File: config.mk
export PLATFORM = sky130hd
export DESIGN_NAME = softmax_result_reporter
export DESIGN_NICKNAME = d
export VERILOG_FILES = /design/src/rtl/softmax_result_reporter.sv
export SDC_FILE = /design/constraint.sdc
export NUM_CORES = 1
export LEC_CHECK = 0
export BUFFER_PORTS_ARGS = -buffer_cell sky130_fd_sc_hd__buf_2
export CORE_MARGIN = 2
export CORE_UTILIZATION = 55
export DETAILED_ROUTE_END_ITERATION = 7
export HOLD_SLACK_MARGIN = 0.12
export PLACE_DENSITY_LB_ADDON = 0.3
export SYNTH_ARGS = -nofsm -noshare
export SYNTH_HDL_FRONTEND = slang
export SYNTH_SLANG_ARGS = --single-unit
export TNS_END_PERCENT = 1
File: constraint.sdc
create_clock -name clk -period 9.5 [get_ports clk]
set_clock_uncertainty 0.05 [all_clocks]
set_input_delay 0.475 -clock clk [delete_from_list [all_inputs] [get_ports clk]]
set_output_delay 0.475 -clock clk [all_outputs]
set_load 0.01 [all_outputs]
File: src/rtl/softmax_result_reporter.sv
// Final inference stage: picks the arg-max class of the softmax vector, strobes the
// result, then streams a 5-byte framed record (sync, class, conf hi/lo, xor) to the host link.
module softmax_result_reporter #(
  parameter int          N_CLASSES   = 10,
  parameter int          W           = 16,
  parameter int unsigned CONF_THRESH = 'h4000,
  parameter logic [7:0]  SYNC_BYTE   = 8'hA5
) (
  input  logic                   clk,
  input  logic                   rst,
  input  logic [N_CLASSES*W-1:0] probs,
  input  logic                   in_valid,
  output logic                   in_ready,
  output logic [3:0]             class_idx,
  output logic [W-1:0]           confidence,
  output logic                   low_conf,
  output logic                   result_valid,
  output logic [7:0]             tx_data,
  output logic                   tx_valid,
  input  logic                   tx_ready
);

  typedef enum logic [1:0] {IDLE, SCAN, SEND} state_e;

  state_e             state_q;
  logic [15:0][W-1:0] vec_d, vec_q;
  logic [3:0]         count_q;
  logic [W-1:0]       best_q, best_d;
  logic [3:0]         best_idx_q, best_idx_d;
  logic [3:0]         class_idx_q;
  logic [W-1:0]       conf_q;
  logic               low_conf_q;
  logic               result_valid_q;
  logic [2:0]         byte_idx_q;
  logic [7:0]         tx_data_q;
  logic               tx_valid_q;

  logic [W-1:0] cur;
  logic         gt;
  logic [15:0]  conf16;
  logic [7:0]   b1, b2, b3, b4, next_byte;

  // Unused upper slots stay zero so the 4-bit scan index never reads garbage.
  always_comb begin
    vec_d = '0;
    for (int i = 0; i < N_CLASSES; i++) vec_d[i] = probs[i*W +: W];
  end

  // Strict greater-than keeps the lowest index on ties.
  assign cur        = vec_q[count_q];
  assign gt         = cur > best_q;
  assign best_d     = gt ? cur : best_q;
  assign best_idx_d = gt ? count_q : best_idx_q;

  assign conf16 = 16'(conf_q);
  assign b1     = {low_conf_q, 3'b000, class_idx_q};
  assign b2     = conf16[15:8];
  assign b3     = conf16[7:0];
  assign b4     = b1 ^ b2 ^ b3;

  // Byte that follows the one currently presented.
  always_comb begin
    case (byte_idx_q)
      3'd0:    next_byte = b1;
      3'd1:    next_byte = b2;
      3'd2:    next_byte = b3;
      default: next_byte = b4;
    endcase
  end

  always_ff @(posedge clk) begin
    if (rst) begin
      state_q        <= IDLE;
      vec_q          <= '0;
      count_q        <= '0;
      best_q         <= '0;
      best_idx_q     <= '0;
      class_idx_q    <= '0;
      conf_q         <= '0;
      low_conf_q     <= 1'b0;
      result_valid_q <= 1'b0;
      byte_idx_q     <= '0;
      tx_data_q      <= '0;
      tx_valid_q     <= 1'b0;
    end else begin
      result_valid_q <= 1'b0;
      case (state_q)
        IDLE: begin
          if (in_valid) begin
            vec_q      <= vec_d;
            count_q    <= '0;
            best_q     <= '0;
            best_idx_q <= '0;
            state_q    <= SCAN;
          end
        end
        SCAN: begin
          best_q     <= best_d;
          best_idx_q <= best_idx_d;
          count_q    <= count_q + 4'd1;
          if (count_q == 4'(N_CLASSES - 1)) begin
            class_idx_q    <= best_idx_d;
            conf_q         <= best_d;
            low_conf_q     <= best_d < W'(CONF_THRESH);
            result_valid_q <= 1'b1;
            byte_idx_q     <= '0;
            tx_valid_q     <= 1'b1;
            tx_data_q      <= SYNC_BYTE;
            state_q        <= SEND;
          end
        end
        SEND: begin
          if (tx_ready) begin
            if (byte_idx_q == 3'd4) begin
              tx_valid_q <= 1'b0;
              tx_data_q  <= '0;
              state_q    <= IDLE;
            end else begin
              byte_idx_q <= byte_idx_q + 3'd1;
              tx_data_q  <= next_byte;
            end
          end
        end
        default: state_q <= IDLE;
      endcase
    end
  end

  assign in_ready     = (state_q == IDLE);
  assign class_idx    = class_idx_q;
  assign confidence   = conf_q;
  assign low_conf     = low_conf_q;
  assign result_valid = result_valid_q;
  assign tx_data      = tx_data_q;
  assign tx_valid     = tx_valid_q;

endmodule
# Yosys cells after proc, flatten, opt, wreduce, memory -nomap -nowiden

Index checks and enable logic that the tools add are counted.
W data, S select, Z words.

Logic and storage cells: 80
Bits in registers: 220

Bitwise operators: 3
Eq/ne operators: 11
Magnitude comparators: 3
Mux-type cells: 28
Reduce and logical (&&, ||, !) cells: 12
Add/sub/neg operators: 2

Operator list:

| kind                   | count |
|---|---|
| $bmux W16 S4           | 1 |
| $mux W16               | 3 |
| $pmux W16 S2           | 1 |
| $mux W8                | 3 |
| $pmux W8 S3            | 1 |
| $gt A16 B16 Y1         | 1 |
| $lt A16 B15 Y1 const B | 1 |
| $pmux W4 S2            | 2 |
| $pmux W8 S2            | 1 |
| $xor A8 B8 Y8          | 2 |
| $reduce_and A4 Y1      | 3 |
| $ne A2 B2 Y1 const B   | 5 |
| $mux W3                | 3 |
| $mux W2                | 4 |
| $mux W4                | 2 |
| $pmux W2 S3            | 1 |
| $pmux W3 S2            | 1 |
| $reduce_and A2 Y1      | 3 |
| $lt A4 B5 Y1 const B   | 1 |
| $add A4 B1 Y4 const B  | 1 |
| $eq A4 B4 Y1 const B   | 1 |
| $mux W1                | 4 |
| $reduce_bool A2 Y1     | 2 |
| $add A3 B1 Y3 const B  | 1 |
| other kinds (11)       | 11 |

# Logic depth before layout (Yosys ltp)

Depth in word-level cells: 6
Depth in mapped cells: 16
Depth with buffers taken out: 11

# Worst setup path before layout

OpenSTA, ideal clock, no wires.

Kind: register to register
From: reg count_q[0]
To: reg conf_q[12] (netlist: confidence[12])
Arrival: 3.439 ns
Required time: 9.355 ns
Buffers on the path: 3
Stages on the path, launching flop included: 15
Slack: 5.916 ns
Library setup time: 0.095 ns
Cells stage by stage: dfxtp_1 > buf_4 > buf_2 > mux4_2 > a22oi_1 > o21a_1 > inv_1 > ha_1 > a21oi_1 > a311oi_1 > a211o_1 > o31a_1 > buf_4 > or4_1 > o311ai_1

Cells in the longest elaborated chain, start to end: 4

Ends and longest elaborated chain:

| element                        | RTL line | source |
|---|---|---|
| start, declared                | 27       | `logic [3:0] count_q;` |
| start signal, assigned         | 100      | `count_q <= count_q + 4'd1;` |
| $bmux W16 S4                   | 50       | `assign cur = vec_q[count_q];` |
| $mux W16 (not written as such) | 50       |  |
| $gt A16 B16 Y1                 | 51       | `assign gt = cur > best_q;` |
| $mux W16                       | 52       | `assign best_d = gt ? cur : best_q;` |
| end signal, assigned           | 103      | `conf_q <= best_d;` |
| end, declared                  | 31       | `logic [W-1:0] conf_q;` |

Parallel ways exist; a longest one is shown, timed or not. The select of a mux whose other input is x is not followed.
A chain may end at the register's enable or synchronous reset.

# Worst setup path in the final report

From: reg count_q[1]
To: reg conf_q[14] (netlist: confidence[14])

The elaborated chain is that of the path after synthesis.

==> results.cfg <==
[sta]
setup_viol = 0
relSlewSlack = 0.1448
min_period_ns = 4.806
finalHoldViolations = 0
tightest_slew_ns = 1.280
rsz0062_at_grt = no
finalMaxSlewViolations = 0
fmax_ghz = 0.2081
tns_ns = 0
fin_crit_sh = 0.5059

[setup_path]
arrival_ns = 5.15
cp-start-kind = flop
setup.worst_path.end_class = flop
rrSetupSlack_ns = 4.69
critPathMaxFanout = 33
critPathRequiredTime_ns = 9.84
path_class = reg2reg

[cts]
postCtsHoldBufs = 0
clock-root-buffer = clkbuf_16
cts_buffers = 23
worstSkewPairLatency_ns = 0.51
cts_tree = done
cts_max_level = 1
cts_setup_buffers = 0
post_cts_resized = 0
cts_buffer_depth = 3
clock_sinks = 220
clk_pin_slew_worst_paths_ns = 0.06

[grt]
grt_pass1_vias = 8627
grt_usage = 0.2832
overflow = 0
grt_pass1_wl_mm = 44.97
grt_max_degree = 130
antenna_found_initial = 0

[logic_synthesis]
synth_xor_xnor_area_share = 0.002606
synth_edf_count = 0
syn_inst = 1229
synth.cell_area_mm2 = 0.01008
yosysWarnings = 0
async_flop_share = 0
synth.area.mux_share = 0.08798
synth-seq-cells = 220
yosysUniqueCellTypes = 49
avgSynthCellArea_um2 = 8.205
seq_area_frac_synth = 0.4368
synth_compound_gate_area_share = 0.1804
synth_fa_ha_area_frac = 0.02730
synth_nets = 1415
synthSimpleGateAreaFrac = 0.2095
synthFlopType = dfxtp_1
synth_top_family_by_area = simple AND/OR/NAND/NOR gates

[power]
switching_power_uw = 590.1
power.total_uw = 2195
pwr-share-comb = 0.143
leakage_uw = 0.004633
netSwitchingFraction = 0.2689
internal-power_uw = 1604
power_frac_seq = 0.458
clockPowerShare = 0.399
power_density_mw_per_mm2 = 187.1
ir_drop_v = 0.0001688

[layout]
multi_input_area_mm2 = 0.005141
final_area_mm2 = 0.01173
ff_latch_area_mm2 = 0.004409
area_delta_synth_final_pct = 16.34
drive_above_1_share = 0.1999
num_antenna_cells = 0
nNetsFinal = 1537
nFillCells = 1520

[drt]
drcViolationCount = 0
vias = 9278
firstDrtPassIters = 7
wirelength_mm = 28.23
vias_per_cell = 5.817
antenna_left = 0
wl_per_cell_um = 17.70
drtIter0Drc = 943

[hold_path]
min_path_type = in2reg

[place]
port_buffers = 195
place_area_mm2 = 0.01101
place_hpwl_mm = 19.32
globalplace.congestion = 0.9327

[floorplanning]
num_io_pins = 196
die_h_um = 139.4
die_area_mm2 = 0.01943
start_util = 0.5613
die_x_um = 139.4
rows = 49
core_mm2 = 0.01796

[run]
max-cap-violations = 0

[status]
status = complete, no violations
-- worst max-delay path, cell delays in order (launching register included) --
cell      delay (ns)
dfxtp_2         0.43
buf_4           0.49
or3b_1          0.62
o22ai_1         0.20
a31oi_1         0.17
nand2_1         0.17
ha_1            0.36
nand4_1         0.16
nor3_1          0.29
a21boi_1        0.33
o31a_1          0.62
buf_4           0.37
nor4_1          0.09
a311o_1         0.34
-- layout make-up --
cell class	count	area share
multi-input cells	870	0.4382
flip-flops and latches	220	0.3759
repair buffers	204	0.08948
clock buffers	36	0.05578
well taps	229	0.02442
inverters	32	0.01024
clock inverters	4	0.005973
-- cell families (layout without fill, tap and decap cells) --
logic type	Yosys count	after routing
AND/OR/NAND/NOR	484	484
AO/OA/AOI/OAI	310	310
flip-flops	220	220
buffers and inverters	139	276
multiplexers	51	51
adder cells (fa/ha/maj)	22	22
XOR/XNOR	3	3
-- cells in the mapped netlist, types with 21 or more instances --
library cell / instances / area, µm²
nand2_1: 335 / 1257
dfxtp_1: 220 / 4404
a21oi_1: 202 / 1011
clkbuf_1: 85 / 319.1
inv_1: 32 / 120.1
mux4_2: 30 / 675.7
nand3_1: 29 / 145.1
nor2_1: 28 / 105.1
ha_1: 22 / 275.3
nor3_1: 21 / 105.1
-- through the flow --
stage            util  hold WS, ns  setup slack (ns)  std cells
2_1_floorplan       -       0.3829             5.916       1229
3_3_place_gp   0.6127       0.3907             4.888       1555
3_5_place_dp   0.6127       0.3931             4.768       1555
4_1_cts        0.6531       0.1483             4.733       1595
5_1_grt        0.6531       0.1580             4.270       1595
6_report       0.6531       0.1564             4.694       1595
-- flip-flops by register name, indices dropped and copies added, names as in the netlist, 3 cells and up --
| register | flops |
|---|---|
| vec_q | 160 |
| best_q | 16 |
| confidence | 16 |
| tx_data | 8 |
| best_idx_q | 4 |
| class_idx | 4 |
| count_q | 4 |
| byte_idx_q | 3 |
-- per-layer routing --
metal	wire length, µm	vias to the layer above	GRT usage
li1	-	4509	-
met4	932	0	0.1021
met2	12850	368	0.4445
met3	2049	58	0.04336
met5	0	-	0
met1	12400	4343	0.3993
-- final timing paths --
path	cells after the start	end	from
worst max-delay path	13	confidence[14]	count_q[1]
worst min-delay path	3	vec_q[34]	probs[34]
worst max register to register	13	confidence[14]	count_q[1]
worst min register to register	2	vec_q[45]	vec_q[45]
-- cell usage in the layout, fill, tap and decap left out, types with 3 or more instances in the layout --
master / Yosys / routed
clkbuf_1: 85 / 10
nor3b_1: 10 / 10
inv_1: 32 / 32
o311ai_1: 12 / 12
a21oi_1: 202 / 202
nor4_1: 10 / 10
nor2b_1: 7 / 6
mux2i_1: 20 / 20
clkbuf_16: 0 / 23
a21o_1: 6 / 6
o211ai_1: 20 / 20
nor3_1: 21 / 21
nor2_1: 28 / 28
o21a_1: 14 / 14
o21ai_0: 14 / 14
a31oi_1: 4 / 4
nand3_1: 29 / 29
a22oi_1: 20 / 20
nand2_1: 335 / 334
buf_4: 5 / 9
mux4_2: 30 / 30
nand3b_1: 15 / 15
or4_1: 13 / 13
ha_1: 22 / 22
dfxtp_1: 220 / 218
buf_2: 15 / 194
clkbuf_8: 0 / 3
o311ai_0: 5 / 5
nand4_1: 6 / 6
-- power groups by stage --
stage | clock (µW) | sequential, µW | combinational [µW]
after global placement | 0 | 1020 | 304
after detailed placement | 0 | 1020 | 307
after floorplan | 0 | 1000 | 225
final | 875 | 1000 | 315
after global routing | 924 | 1010 | 345
after CTS | 885 | 1000 | 309
No activity file was read; power rests on OpenSTA's default activity.
